## src/rtl/spi_cmd_ctrl_pkg.sv

```systemverilog
// Shared definitions for the SPI command controller.
//   - NPU_DATA_WIDTH : default SPI word / register data width
//   - SPI_CMD_*      : bit positions of the fields inside a command word
//   - spi_ctrl_state_t : controller state encoding (3 bits)
package spi_cmd_ctrl_pkg;

  localparam int NPU_DATA_WIDTH = 16;

  // Command word layout: {rw, len_m1[6:0], start_addr[7:0]}
  localparam int SPI_CMD_RW_BIT   = 15;
  localparam int SPI_CMD_LEN_MSB  = 14;
  localparam int SPI_CMD_LEN_LSB  = 8;
  localparam int SPI_CMD_ADDR_MSB = 7;
  localparam int SPI_CMD_ADDR_LSB = 0;

  localparam int SPI_CMD_LEN_W  = SPI_CMD_LEN_MSB - SPI_CMD_LEN_LSB + 1;
  localparam int SPI_CMD_ADDR_W = SPI_CMD_ADDR_MSB - SPI_CMD_ADDR_LSB + 1;

  typedef enum logic [2:0] {
    SPI_CTRL_IDLE    = 3'd0,
    SPI_CTRL_WR_WAIT = 3'd1,
    SPI_CTRL_WR_REQ  = 3'd2,
    SPI_CTRL_RD_REQ  = 3'd3,
    SPI_CTRL_RD_LOAD = 3'd4,
    SPI_CTRL_RD_WAIT = 3'd5
  } spi_ctrl_state_t;

endpackage

```

## src/rtl/spi_cmd_ctrl.sv

```systemverilog
// SPI command controller: sits between the SPI slave word interface and the
// NPU register bus. The first word of a transaction is a command
// {rw, len_m1, start_addr}; writes then take one data word per bus write,
// reads fetch register data and preload the slave shift register so it
// shifts out during the host's next (dummy) frame.
//
// Ports
//   clk, reset                 : single clock, synchronous active-high reset
//   spi_word_valid, spi_word   : received-word strobe and data from the slave
//   spi_load, spi_load_data    : one-cycle preload of the slave shift register
//   reg_req/we/addr/wdata      : bus request, held until reg_ack
//   reg_ack, reg_rdata         : bus completion and read data
//   busy                       : controller not idle
//   err_overrun, err_timeout   : sticky error flags, cleared by err_clear
module spi_cmd_ctrl
  import spi_cmd_ctrl_pkg::*;
#(
  parameter int          DATA_WIDTH     = NPU_DATA_WIDTH,
  parameter int          ADDR_WIDTH     = 8,
  parameter int          TIMEOUT_WIDTH  = 16,
  parameter int unsigned TIMEOUT_CYCLES = 32'h0000_FFFF
) (
  input  logic                  clk,
  input  logic                  reset,
  input  logic                  spi_word_valid,
  input  logic [DATA_WIDTH-1:0] spi_word,
  output logic                  spi_load,
  output logic [DATA_WIDTH-1:0] spi_load_data,
  output logic                  reg_req,
  output logic                  reg_we,
  output logic [ADDR_WIDTH-1:0] reg_addr,
  output logic [DATA_WIDTH-1:0] reg_wdata,
  input  logic                  reg_ack,
  input  logic [DATA_WIDTH-1:0] reg_rdata,
  output logic                  busy,
  output logic                  err_overrun,
  output logic                  err_timeout,
  input  logic                  err_clear
);

  localparam logic [TIMEOUT_WIDTH-1:0] TO_LAST = TIMEOUT_WIDTH'(TIMEOUT_CYCLES - 1);

  spi_ctrl_state_t           state, state_nxt;
  logic [SPI_CMD_LEN_W-1:0]  remaining;
  logic [TIMEOUT_WIDTH-1:0]  to_cnt;

  logic                      cmd_rw;
  logic [SPI_CMD_LEN_W-1:0]  cmd_len_m1;
  logic [SPI_CMD_ADDR_W-1:0] cmd_addr;

  logic cmd_take;
  logic wdata_take;
  logic rdata_take;
  logic advance;
  logic timeout_hit;
  logic overrun_hit;
  logic wait_state;

  assign cmd_rw     = spi_word[SPI_CMD_RW_BIT];
  assign cmd_len_m1 = spi_word[SPI_CMD_LEN_MSB:SPI_CMD_LEN_LSB];
  assign cmd_addr   = spi_word[SPI_CMD_ADDR_MSB:SPI_CMD_ADDR_LSB];

  assign wait_state = (state == SPI_CTRL_WR_WAIT) || (state == SPI_CTRL_RD_WAIT);

  assign busy    = (state != SPI_CTRL_IDLE);
  assign reg_req = (state == SPI_CTRL_WR_REQ) || (state == SPI_CTRL_RD_REQ);
  assign reg_we  = (state == SPI_CTRL_WR_REQ);

  // Next-state decode. A word arriving in a REQ state is never consumed:
  // the pending access finishes on its own ack and the word is flagged.
  always_comb begin
    state_nxt   = state;
    cmd_take    = 1'b0;
    wdata_take  = 1'b0;
    rdata_take  = 1'b0;
    advance     = 1'b0;
    timeout_hit = 1'b0;
    overrun_hit = 1'b0;
    case (state)
      SPI_CTRL_IDLE: begin
        if (spi_word_valid) begin
          cmd_take  = 1'b1;
          state_nxt = cmd_rw ? SPI_CTRL_WR_WAIT : SPI_CTRL_RD_REQ;
        end
      end
      SPI_CTRL_WR_WAIT: begin
        if (spi_word_valid) begin
          wdata_take = 1'b1;
          state_nxt  = SPI_CTRL_WR_REQ;
        end else if (to_cnt == TO_LAST) begin
          timeout_hit = 1'b1;
          state_nxt   = SPI_CTRL_IDLE;
        end
      end
      SPI_CTRL_WR_REQ: begin
        overrun_hit = spi_word_valid;
        if (reg_ack) begin
          if (remaining == '0) begin
            state_nxt = SPI_CTRL_IDLE;
          end else begin
            advance   = 1'b1;
            state_nxt = SPI_CTRL_WR_WAIT;
          end
        end
      end
      SPI_CTRL_RD_REQ: begin
        overrun_hit = spi_word_valid;
        if (reg_ack) begin
          rdata_take = 1'b1;
          state_nxt  = SPI_CTRL_RD_LOAD;
        end
      end
      SPI_CTRL_RD_LOAD: begin
        state_nxt = SPI_CTRL_RD_WAIT;
      end
      SPI_CTRL_RD_WAIT: begin
        // The dummy word that shifted the read data out also advances the burst.
        if (spi_word_valid) begin
          if (remaining == '0) begin
            state_nxt = SPI_CTRL_IDLE;
          end else begin
            advance   = 1'b1;
            state_nxt = SPI_CTRL_RD_REQ;
          end
        end else if (to_cnt == TO_LAST) begin
          timeout_hit = 1'b1;
          state_nxt   = SPI_CTRL_IDLE;
        end
      end
      default: begin
        state_nxt = SPI_CTRL_IDLE;
      end
    endcase
  end

  // ---- p0 -> p1 : state, address/length, data capture, error flags ----
  // spi_load is registered off RD_LOAD, so it lands two cycles after reg_ack
  // with spi_load_data already stable for a cycle.
  always_ff @(posedge clk) begin
    if (reset) begin
      state         <= SPI_CTRL_IDLE;
      remaining     <= '0;
      reg_addr      <= '0;
      reg_wdata     <= '0;
      spi_load_data <= '0;
      spi_load      <= 1'b0;
      to_cnt        <= '0;
      err_overrun   <= 1'b0;
      err_timeout   <= 1'b0;
    end else begin
      state    <= state_nxt;
      spi_load <= (state == SPI_CTRL_RD_LOAD);

      if (cmd_take) begin
        reg_addr  <= cmd_addr[ADDR_WIDTH-1:0];
        remaining <= cmd_len_m1;
      end else if (advance) begin
        reg_addr  <= reg_addr + ADDR_WIDTH'(1);
        remaining <= remaining - SPI_CMD_LEN_W'(1);
      end

      if (wdata_take) begin
        reg_wdata <= spi_word;
      end
      if (rdata_take) begin
        spi_load_data <= reg_rdata;
      end

      // Inter-word timeout: only counts while waiting for the host.
      if ((state_nxt != state) || spi_word_valid || !wait_state) begin
        to_cnt <= '0;
      end else begin
        to_cnt <= to_cnt + TIMEOUT_WIDTH'(1);
      end

      if (err_clear) begin
        err_overrun <= 1'b0;
      end else if (overrun_hit) begin
        err_overrun <= 1'b1;
      end

      if (err_clear) begin
        err_timeout <= 1'b0;
      end else if (timeout_hit) begin
        err_timeout <= 1'b1;
      end
    end
  end

endmodule

```

## config.mk

```make
export PLATFORM = sky130hd
export DESIGN_NAME = spi_cmd_ctrl
export DESIGN_NICKNAME = d
export VERILOG_FILES = /design/src/rtl/spi_cmd_ctrl_pkg.sv /design/src/rtl/spi_cmd_ctrl.sv
export SDC_FILE = /design/constraint.sdc
export NUM_CORES = 1
export LEC_CHECK = 0
export ABC_AREA = 1
export CAP_MARGIN = 15
export CORE_AREA = 2 2 99 101
export DETAILED_ROUTE_END_ITERATION = 16
export DIE_AREA = 0 0 101 103
export GPL_ROUTABILITY_DRIVEN = 0
export GPL_TIMING_DRIVEN = 0
export MAX_ROUTING_LAYER = met4
export PLACE_DENSITY = 0.58
export SETUP_SLACK_MARGIN = 0.15
export SYNTH_ARGS = -nofsm -noshare
export SYNTH_HDL_FRONTEND = slang
export SYNTH_SLANG_ARGS = --single-unit
```

## constraint.sdc

```tcl
create_clock -name clk -period 1.6 [get_ports clk]
set_clock_uncertainty 0.05 [all_clocks]
set_input_delay 0.16 -clock clk [delete_from_list [all_inputs] [get_ports clk]]
set_output_delay 0.16 -clock clk [all_outputs]
set_load 0.01 [all_outputs]
```

# Yosys cells after proc, flatten, opt, wreduce, memory -nomap -nowiden
# Cells that the tools add are included.
[op_classes]
eq_ne = 7
n_addsub = 3
n_reduce_logical = 13
n_mux = 27
[op_table]
columns = ["operator", "n"]
rows = [
  ["$mux W3", 6],
  ["$pmux W3 S6", 1],
  ["$add A16 B1 Y16 const B", 1],
  ["$eq A16 B16 Y1 const B", 1],
  ["$mux W8", 2],
  ["$mux W7", 2],
  ["$mux W1", 13],
  ["$add A8 B1 Y8 const B", 1],
  ["$reduce_or A2 Y1", 4],
  ["$logic_not A7 Y1", 1],
  ["$sub A7 B1 Y7 const B", 1],
  ["$eq A3 B2 Y1 const B", 2],
  ["$eq A3 B3 Y1 const B", 2],
  ["$logic_or A1 B1 Y1", 4],
  ["$mux W2", 2],
  ["$eq A3 B1 Y1 const B", 1],
  ["$logic_not A3 Y1", 1],
  ["$ne A3 B3 Y1", 1],
  ["$reduce_bool A3 Y1", 1],
  ["$pmux W1 S2", 1],
  ["$reduce_bool A2 Y1", 1],
  ["$logic_not A1 Y1", 1],
]
[word_totals]
inputBits = 37
output_inout_bits = 46
word_cells = 59
reg_bits = 69

# Logic depth before layout (Yosys ltp)
# Gate-level depths: netlist of run 1.
[depth]
word_depth = 8
depth_mapped = 12
mapped_depth_nobuf = 11

# Worst setup path before layout of run 1
# OpenSTA, ideal clock, no wires.
[synth_timing]
path_type = "register -> register"
start = "reg remaining[0]"
end = "reg to_cnt[12]"
n_path_buf = 1
t_required_ns = 1.433
setup_ns = 0.117
path_stages_with_launch = 13
setup_slack_ns = -0.067
synth_period_minus_slack_ns = 1.667
arrival_time_ns = 1.500
path_cell_list = "dfxtp_1 inv_1 ha_1 inv_1 nor2_1 nand3_1 nand2_1 nand2_1 a21oi_1 nand3_1 nand2_2 buf_6 nor2_2"
[synth_via]
elab_chain_len = 8
word_cells_on_any_way = 10
classes_between = "eq/ne (1); mux (5); reduce/logical (4)"
[synth_lines]
columns = ["item", "line_no", "text"]
rows = [
  ["start, declared", "spi_cmd_ctrl.sv:44", "logic [SPI_CMD_LEN_W-1:0] remaining;"],
  ["start signal, assigned", "spi_cmd_ctrl.sv:156", "remaining <= cmd_len_m1;"],
  ["start signal, assigned", "spi_cmd_ctrl.sv:159", "remaining <= remaining - SPI_CMD_LEN_W'(1);"],
  ["$logic_not A7 Y1 (*)", "spi_cmd_ctrl.sv:98, spi_cmd_ctrl.sv:119", ""],
  ["$mux W2 / $mux W1 (equally long branches)", "spi_cmd_ctrl.sv:119, spi_cmd_ctrl.sv:98", ""],
  ["$mux W3 (on tied branches)", "spi_cmd_ctrl.sv:118, spi_cmd_ctrl.sv:97", ""],
  ["$pmux W3 S6 (*)", "spi_cmd_ctrl.sv:79", "case (state)"],
  ["$ne A3 B3 Y1 (*)", "spi_cmd_ctrl.sv:170", "if ((state_nxt != state) || spi_word_valid || !wait_state) begin"],
  ["$logic_or A1 B1 Y1 (*) (2 in a row)", "spi_cmd_ctrl.sv:170", ""],
  ["$reduce_or A2 Y1 (no line) (*)", "-", ""],
  ["end signal, assigned", "spi_cmd_ctrl.sv:173", "to_cnt <= to_cnt + TIMEOUT_WIDTH'(1);"],
  ["end, declared", "spi_cmd_ctrl.sv:45", "logic [TIMEOUT_WIDTH-1:0] to_cnt;"],
]
# Every way passes the cells marked *; elsewhere a longest branch is shown, timed or not.
# A chain may end at the register's enable or synchronous reset.

# Final worst setup path of run 1
[layout_timing]
start = "reg remaining[0]"
end = "reg to_cnt[4]"
# The elaborated chain is that of the path after synthesis.

==> metrics.yaml, run 1 <==
timing.hold.ws_ps: 226
row_count: 36
setup_ws_ps: -134
drc_errors: 0
ant_nets: 0
cp.required_ps: 1780
die-height_um: 103
grt_usage_pct: 19.2
first_pass_iters: 4
crit_chain: "inv_4 -> ha_4 -> inv_2 -> nor2_4 -> nand3_4 -> nand2_4 -> nand2_4 -> a21oi_4 -> nand3_2 -> nand2_4 -> buf_12 -> buf_12 -> nor2_1"
initial_core_util_pct: 34.0
path_class: "reg2reg"
min-delay-start: "reset"
fmax_ghz: 0.577
clk_latency_ps: 340
syn_to_final_growth_pct: 61.8
cts_buffers: 9
die_w_um: 101
startpoint_type: "register"
crit_fanout: 6
io_buffers: 81
route.vias.total: 3331
place_area_mm2: 0.00419
diodes: 0
p_per_area_mw_per_mm2: 932
nets: 615
slowest_delay_ps: 340
synth.distinct_cells: 30
maxSlewViolCount: 0
grt_max_degree: 12
first_iter_violations: 102
outcome: "finished with violations"
via_per_inst: 4.81
min_period_over_period_pct: 108
netlist_area_mm2: 0.00321
reg2reg_from: "remaining[0]$_SDFFE_PP0P_"
core_area_mm2: 0.00946
fin_area_mm2: 0.00520
grt_overflow: 0
startpoint: "remaining[0]$_SDFFE_PP0P_"
crit_top_cell: "nand2_4"
period_needed_ps: 1730
peakVddDrop_mv: 0.523
grt_pass1_wl_mm: 15.2
die-area_mm2: 0.0104
synth_fp_nets: 489
grt_pass1_vias: 3168
cp_top_family: "simple AND/OR/NAND/NOR gates"
clockRootBuffer: "clkbuf_8"
routed_wl_mm: 9.80
syn_inst: 448
critPathBufInv: 4
path_clk_slew_ps: 70
hpwl_mm: 6.51
critPathArrivalTime_ps: 1910
cts.path.max_buffers: 2
wire_per_inst_um: 14.1
slowest_stage: "dfxtp_2"
end_kind: "register"
cts_sinks: 69
min_path_type: "in2reg"
hold_violations: 0
syn_area_per_cell_um2: 7.17
relSlewSlack_pct: 56.9
h-tree-depth: 3
dp.cells: 643
drv_cap: 0
cts_tree: "built"
leakage_nw: 2.56
rsz0062_at_grt: "true"
antenna_found_initial: 0
layout-drive-gt1-share_pct: 26.1
finalSetupViolCount: 29
worst_slew_pin_slew_ps: 647
ys_seq_elements: 69
fin_cells: 693
violations: "negative setup slack"
power_mw: 4.84
ys_seq_area_share_pct: 43.0
yosysWarnings: 0
io_pins: 83
setup_tns_ps: -2620
-- layer usage --
metal	global-route usage, %	part of all wire (%)	vias up
li1	-	-	1676
met1	21.8	42	1550
met2	34.1	52	90
met3	4.34	5.3	15
met4	5.09	1.2	0
met5	-	0	-
-- final cells by class --
class                   instances  area, µm²
clock inverters                 4       70.1
clock buffers                  12        155
well taps                     114        143
inverters                      40        165
plain buffers                  15        144
flip-flops and latches         69       1400
fillers                       886       4260
repair buffers                115       1230
multi-input cells             324       1880
-- metrics by stage --
| stage | setup slack, ps | utilization (%) |
|---|---|---|
| 5_1_grt | -233 | 54.9 |
| 6_report | -134 | 54.9 |
| 4_1_cts | -93.2 | 51.1 |
| 2_1_floorplan | 15.8 | - |
| 3_3_place_gp | -567 | 44.3 |
| 3_5_place_dp | -581 | 44.3 |
-- Yosys cell counts, drive strengths merged --
cell / number / area [µm²]
nor2: 120 / 503
nand2: 76 / 313
dfxtp: 69 / 1380
o21ai: 43 / 215
inv: 40 / 150
nand3: 27 / 135
a21oi: 17 / 85.1
xor2: 15 / 131
nor3: 10 / 71.3
buf: 9 / 66.3
clkbuf: 6 / 22.5
ha: 4 / 50.1
xnor2: 4 / 35.0
or2: 2 / 12.5
a21boi: 1 / 7.51
a21o: 1 / 7.51
a31oi: 1 / 6.26
nand4: 1 / 6.26
nor3b: 1 / 7.51
nor4: 1 / 6.26
-- timing repair --
action,in CTS,in global routing
setup buffers,20,10
hold endpoints to repair,0,0
hold buffers,0,0
resized for setup,80,88
gates cloned,3,1
endpoints found under the setup margin,86,86
pin swaps,8,24
-- where the power goes --
part	internal, mW	switching (mW)	total [mW]
clock	0.959	0.662	1.62
combinational	0.629	0.652	1.28
sequential	1.83	0.108	1.94
-- path summary, 6_finish.rpt --
check                              end  slack, ps  depth (start not counted)
min reg2reg       to_cnt[0]$_SDFF_PP0_        390                          1
max reg2reg       to_cnt[4]$_SDFF_PP0_       -130                         13
min          remaining[1]$_SDFFE_PP0P_        230                          2
max               to_cnt[4]$_SDFF_PP0_       -130                         13
-- cell families (layout without fill, tap and decap cells) --
group / after synthesis / in the layout / synth area share, %
AOI/OAI and AO/OA: 63 / 63 / 10.0
xor gates and xnor gates: 19 / 19 / 5.18
adders and majority gates: 4 / 4 / 1.56
buffers and inverters: 55 / 186 / 7.44
DFF: 69 / 69 / 43.0
and+or+nand+nor: 238 / 238 / 32.8
-- flip-flops by register name, summed over array words and instances, names as in the netlist --
name / flops
reg_wdata: 16
spi_load_data: 16
to_cnt: 16
reg_addr: 8
remaining: 7
state: 3
err_overrun: 1
err_timeout: 1
spi_load: 1
-- layout by cell type, fill, tap and decap left out, drive strengths merged --
cell           instances
nor2                 120
nand2                 76
dfxtp                 69
o21ai                 43
buf                   43
clkdlybuf4s50         40
inv                   40
nand3                 27
dlymetal6s2s          21
clkbuf                19
dlygate4sd2           18
a21oi                 17
xor2                  15
nor3                  10
xnor2                  4
ha                     4
or2                    2
clkinv                 2
bufinv                 2
nand4                  1
a21o                   1
a31oi                  1
nor4                   1
a21boi                 1
nor3b                  1
bufbuf                 1
-- worst register-to-register path, cell delays in order, from the launching register on --
cell	delay (ps)
dfxtp_2	340
inv_4	70
ha_4	150
inv_2	40
nor2_4	90
nand3_4	90
nand2_4	130
nand2_4	70
a21oi_4	150
nand3_2	90
nand2_4	110
buf_12	110
buf_12	100
nor2_1	40
Note: power is estimated with default switching activity, not from simulation.
==> run 2, diff against run 1 <==
Settings changed: ABC_AREA 1 to unset, CORE_AREA 2 2 99 101 to 2 2 98 100, CTS_CLUSTER_SIZE set to 40, DIE_AREA 0 0 101 103 to 0 0 100 102, GPL_TIMING_DRIVEN 0 to unset.
==> run 2 against run 1 <==
Against the previous run:
- the flow still finishes with violations (negative setup slack)
- hold slack better by 31 ps
- largest power group unchanged
- fmax is 2.8% lower
- total power shrank 11%
- setup slack worse by 50 ps
==> metrics.yaml, run 2 <==
outcome: "finished with violations"
violations: "negative setup slack"
initial_core_util_pct: 34.3  # +0.34 points
path_class: "reg2reg"
clk_latency_ps: 360  # +20 ps
crit_chain: "inv_2 -> ha_4 -> nand4_1 -> or4_4 -> buf_6 -> o21a_1 -> o221a_2"
grt_pass1_vias: 3290  # +3.9%
path_clk_slew_ps: 80  # about the same
top_regs: "reg_wdata x16, spi_load_data x16, to_cnt x16"
syn_to_final_growth_pct: 69.5
synth_edf_count: 0  # unchanged
syn_inst: 378  # -16%
first_iter_violations: 81  # -21%
p_per_area_mw_per_mm2: 812  # -13%
core_area_mm2: 0.00911  # -3.7%
ys_seq_elements: 69  # unchanged
row_count: 35  # -2.8%
hold_violations: 0  # unchanged
netlist_area_mm2: 0.00313  # -2.7%
cts.path.max_buffers: 2  # unchanged
pre_cts_ws_ps: -497  # +83.7 ps
fillers: 822  # -7.2%
diodes: 0  # unchanged
synth_common_cells: "77 x nand2_1, 69 x dfxtp_1, 41 x a21oi_1"
route.vias.total: 3398  # +2.0%
via_per_inst: 5.19  # +7.9%
leakage_nw: 2.19  # -14%
synth_top_area_cell: "dfxtp_1"
crit_fanout: 4  # -2
fin_cells: 655  # -5.5%
finalSetupViolCount: 30  # +3.4%
fmax_ghz: 0.561  # -2.8%
maxSlewViolCount: 0  # unchanged
reg2reg_from: "to_cnt[0]$_SDFF_PP0_"
yosysWarnings: 0  # unchanged
yosysMostFrequentCell: "nand2_1"
clockRootBuffer: "clkbuf_8"
grt_overflow: 0  # unchanged
synth_top_family_by_area: "simple AND/OR/NAND/NOR gates"
end_kind: "register"
min_period_over_period_pct: 111  # +3.1 points
grt_max_degree: 46  # +34
rsz0062_at_grt: "true"
critPathArrivalTime_ps: 1990  # +80 ps
cp.required_ps: 1800  # +20 ps
synthFlopType: "dfxtp_1"
cts_buffers: 9  # unchanged
relSlewSlack_pct: 64.9  # +8.1 points
setup_ws_ps: -184  # -49.6 ps
final_cell_mix: "76 x nand2_1, 67 x buf_4, 46 x dfxtp_1"
h-tree-depth: 3  # unchanged
nets: 580  # -5.7%
synth_fp_nets: 419  # -14%
die_w_um: 100  # -0.99%
io_pins: 83  # unchanged
power_mw: 4.30  # -11%
slowest_delay_ps: 450  # +110 ps
syn_area_per_cell_um2: 8.27  # +15%
startpoint_type: "register"
synthArstFlopShare_pct: 0  # unchanged
slowest_stage: "or4_4"
first_pass_iters: 4  # unchanged
layout-drive-gt1-share_pct: 34.9  # +8.8 points
wire_per_inst_um: 15.3  # +8.0%
layout_commonest_cell: "nand2_1"
synthSimpleGateAreaFrac_pct: 28.5  # -4.4 points
synth.distinct_cells: 51  # +70%
synth-xor-area-share_pct: 3.92  # -1.3 points
cts_sinks: 69  # unchanged
period_needed_ps: 1780  # +49.6 ps
synth.area.mux_share_pct: 1.00  # +1.0 points
hold_buffers: 0  # unchanged
ys_top_cells_by_area: "dfxtp_1 44%, nand2_1 9.2%, a21oi_1 6.6%"
cts_tree: "built"
ant_nets: 0  # unchanged
routed_wl_mm: 10.0  # +2.1%
min_path_type: "in2reg"
yosysTopAreaCellShare_pct: 44.2  # +1.2 points
io_buffers: 82  # +1.2%
startpoint: "to_cnt[0]$_SDFF_PP0_"
grt_pass1_wl_mm: 16.0  # +4.9%
drc_errors: 0  # unchanged
synth_compound_area_share_pct: 16.6  # +6.6 points
die-height_um: 102  # -0.97%
ys_seq_area_share_pct: 44.2  # +1.2 points
worst_slew_pin_slew_ps: 526  # -121 ps
min-delay-start: "reset"
drv_cap: 0  # unchanged
hpwl_mm: 6.51  # about the same
grt_usage_pct: 20.2  # +1.1 points
dp.cells: 607  # -5.6%
synthAdderAreaFrac_pct: 1.60  # +0.044 points
die-area_mm2: 0.0102  # -2.0%
peakVddDrop_mv: 0.458  # -12%
antenna_found_initial: 0  # unchanged
-- run 2: cell families after synthesis --
logic type,Yosys count
AND/OR/NAND/NOR,174
AO/OA/AOI/OAI,82
flip-flops,69
buffers and inverters,32
XOR/XNOR,14
adder cells (fa/ha/maj),4
multiplexers,3
-- run 2: where the power goes --
part	total (mW)	leakage (nW)	internal (mW)	switching, mW
clock network	1.51	0.103	0.773	0.737
logic	0.932	1.52	0.493	0.438
registers	1.86	0.571	1.79	0.0693
total	4.30	2.19	3.06	1.24
-- run 2: repair_timing --
item                       CTS  global route
setup buffers               16            13
cloned                       2             1
resized for setup          108            28
pin swaps                   35            15
setup endpoints to repair   89            72
-- run 2: layout make-up --
class | count | area [µm²] | area share, %
Multi-Input combinational cell | 278 | 1920 | 36.3
Timing Repair Buffer | 172 | 1570 | 29.7
Sequential cell | 69 | 1420 | 26.8
Tap cell | 111 | 139 | 2.62
Clock buffer | 10 | 138 | 2.60
Clock inverter | 6 | 68.8 | 1.30
Inverter | 9 | 33.8 | 0.638
-- run 2: per-stage QoR --
stage               instance area (µm²)  hold slack [ps]  utilization, %  setup TNS, ps
global route                       5300              287            58.2          -5000
finish                             5300              257            58.2          -2740
CTS                                5080              244            55.7          -2400
floorplan                          3300              189               -          -3160
detailed placement                 4580              397            50.2         -13770
global placement                   4580              391            50.2         -12780
-- run 2: metal layers --
metal / up-vias / GRT usage (%) / routed length, µm
li1: 1688 / - / -
met1: 1618 / 25.5 / 4600
met2: 80 / 33.2 / 4870
met3: 12 / 3.90 / 425
met4: 0 / 6.01 / 110
met5: - / - / 0
-- run 2: worst paths after layout --
| kind | to | slack, ps | cells after the start |
|---|---|---|---|
| min | reg_addr[3]$_SDFFE_PP0P_ | 260 | 4 |
| min reg2reg | reg_wdata[2]$_SDFFE_PP0P_ | 400 | 2 |
| max reg2reg | state[1]$_SDFF_PP0_ | -180 | 7 |
| max | state[1]$_SDFF_PP0_ | -180 | 7 |
-- run 2: critical path: cells and delay by family, from the launching register on --
family / cells / cell delay [ps]
AOI/OAI and AO/OA: 2 / 430
adders and majority gates: 1 / 120
buffers and inverters: 2 / 200
DFF: 1 / 330
and+or+nand+nor: 2 / 540
==> run 3, diff against run 2 <==
Settings changed: CTS_CLUSTER_SIZE 40 to 14.
==> results of run 3 <==
No change in the layout: final DEF, timing and power equal those of run 2.
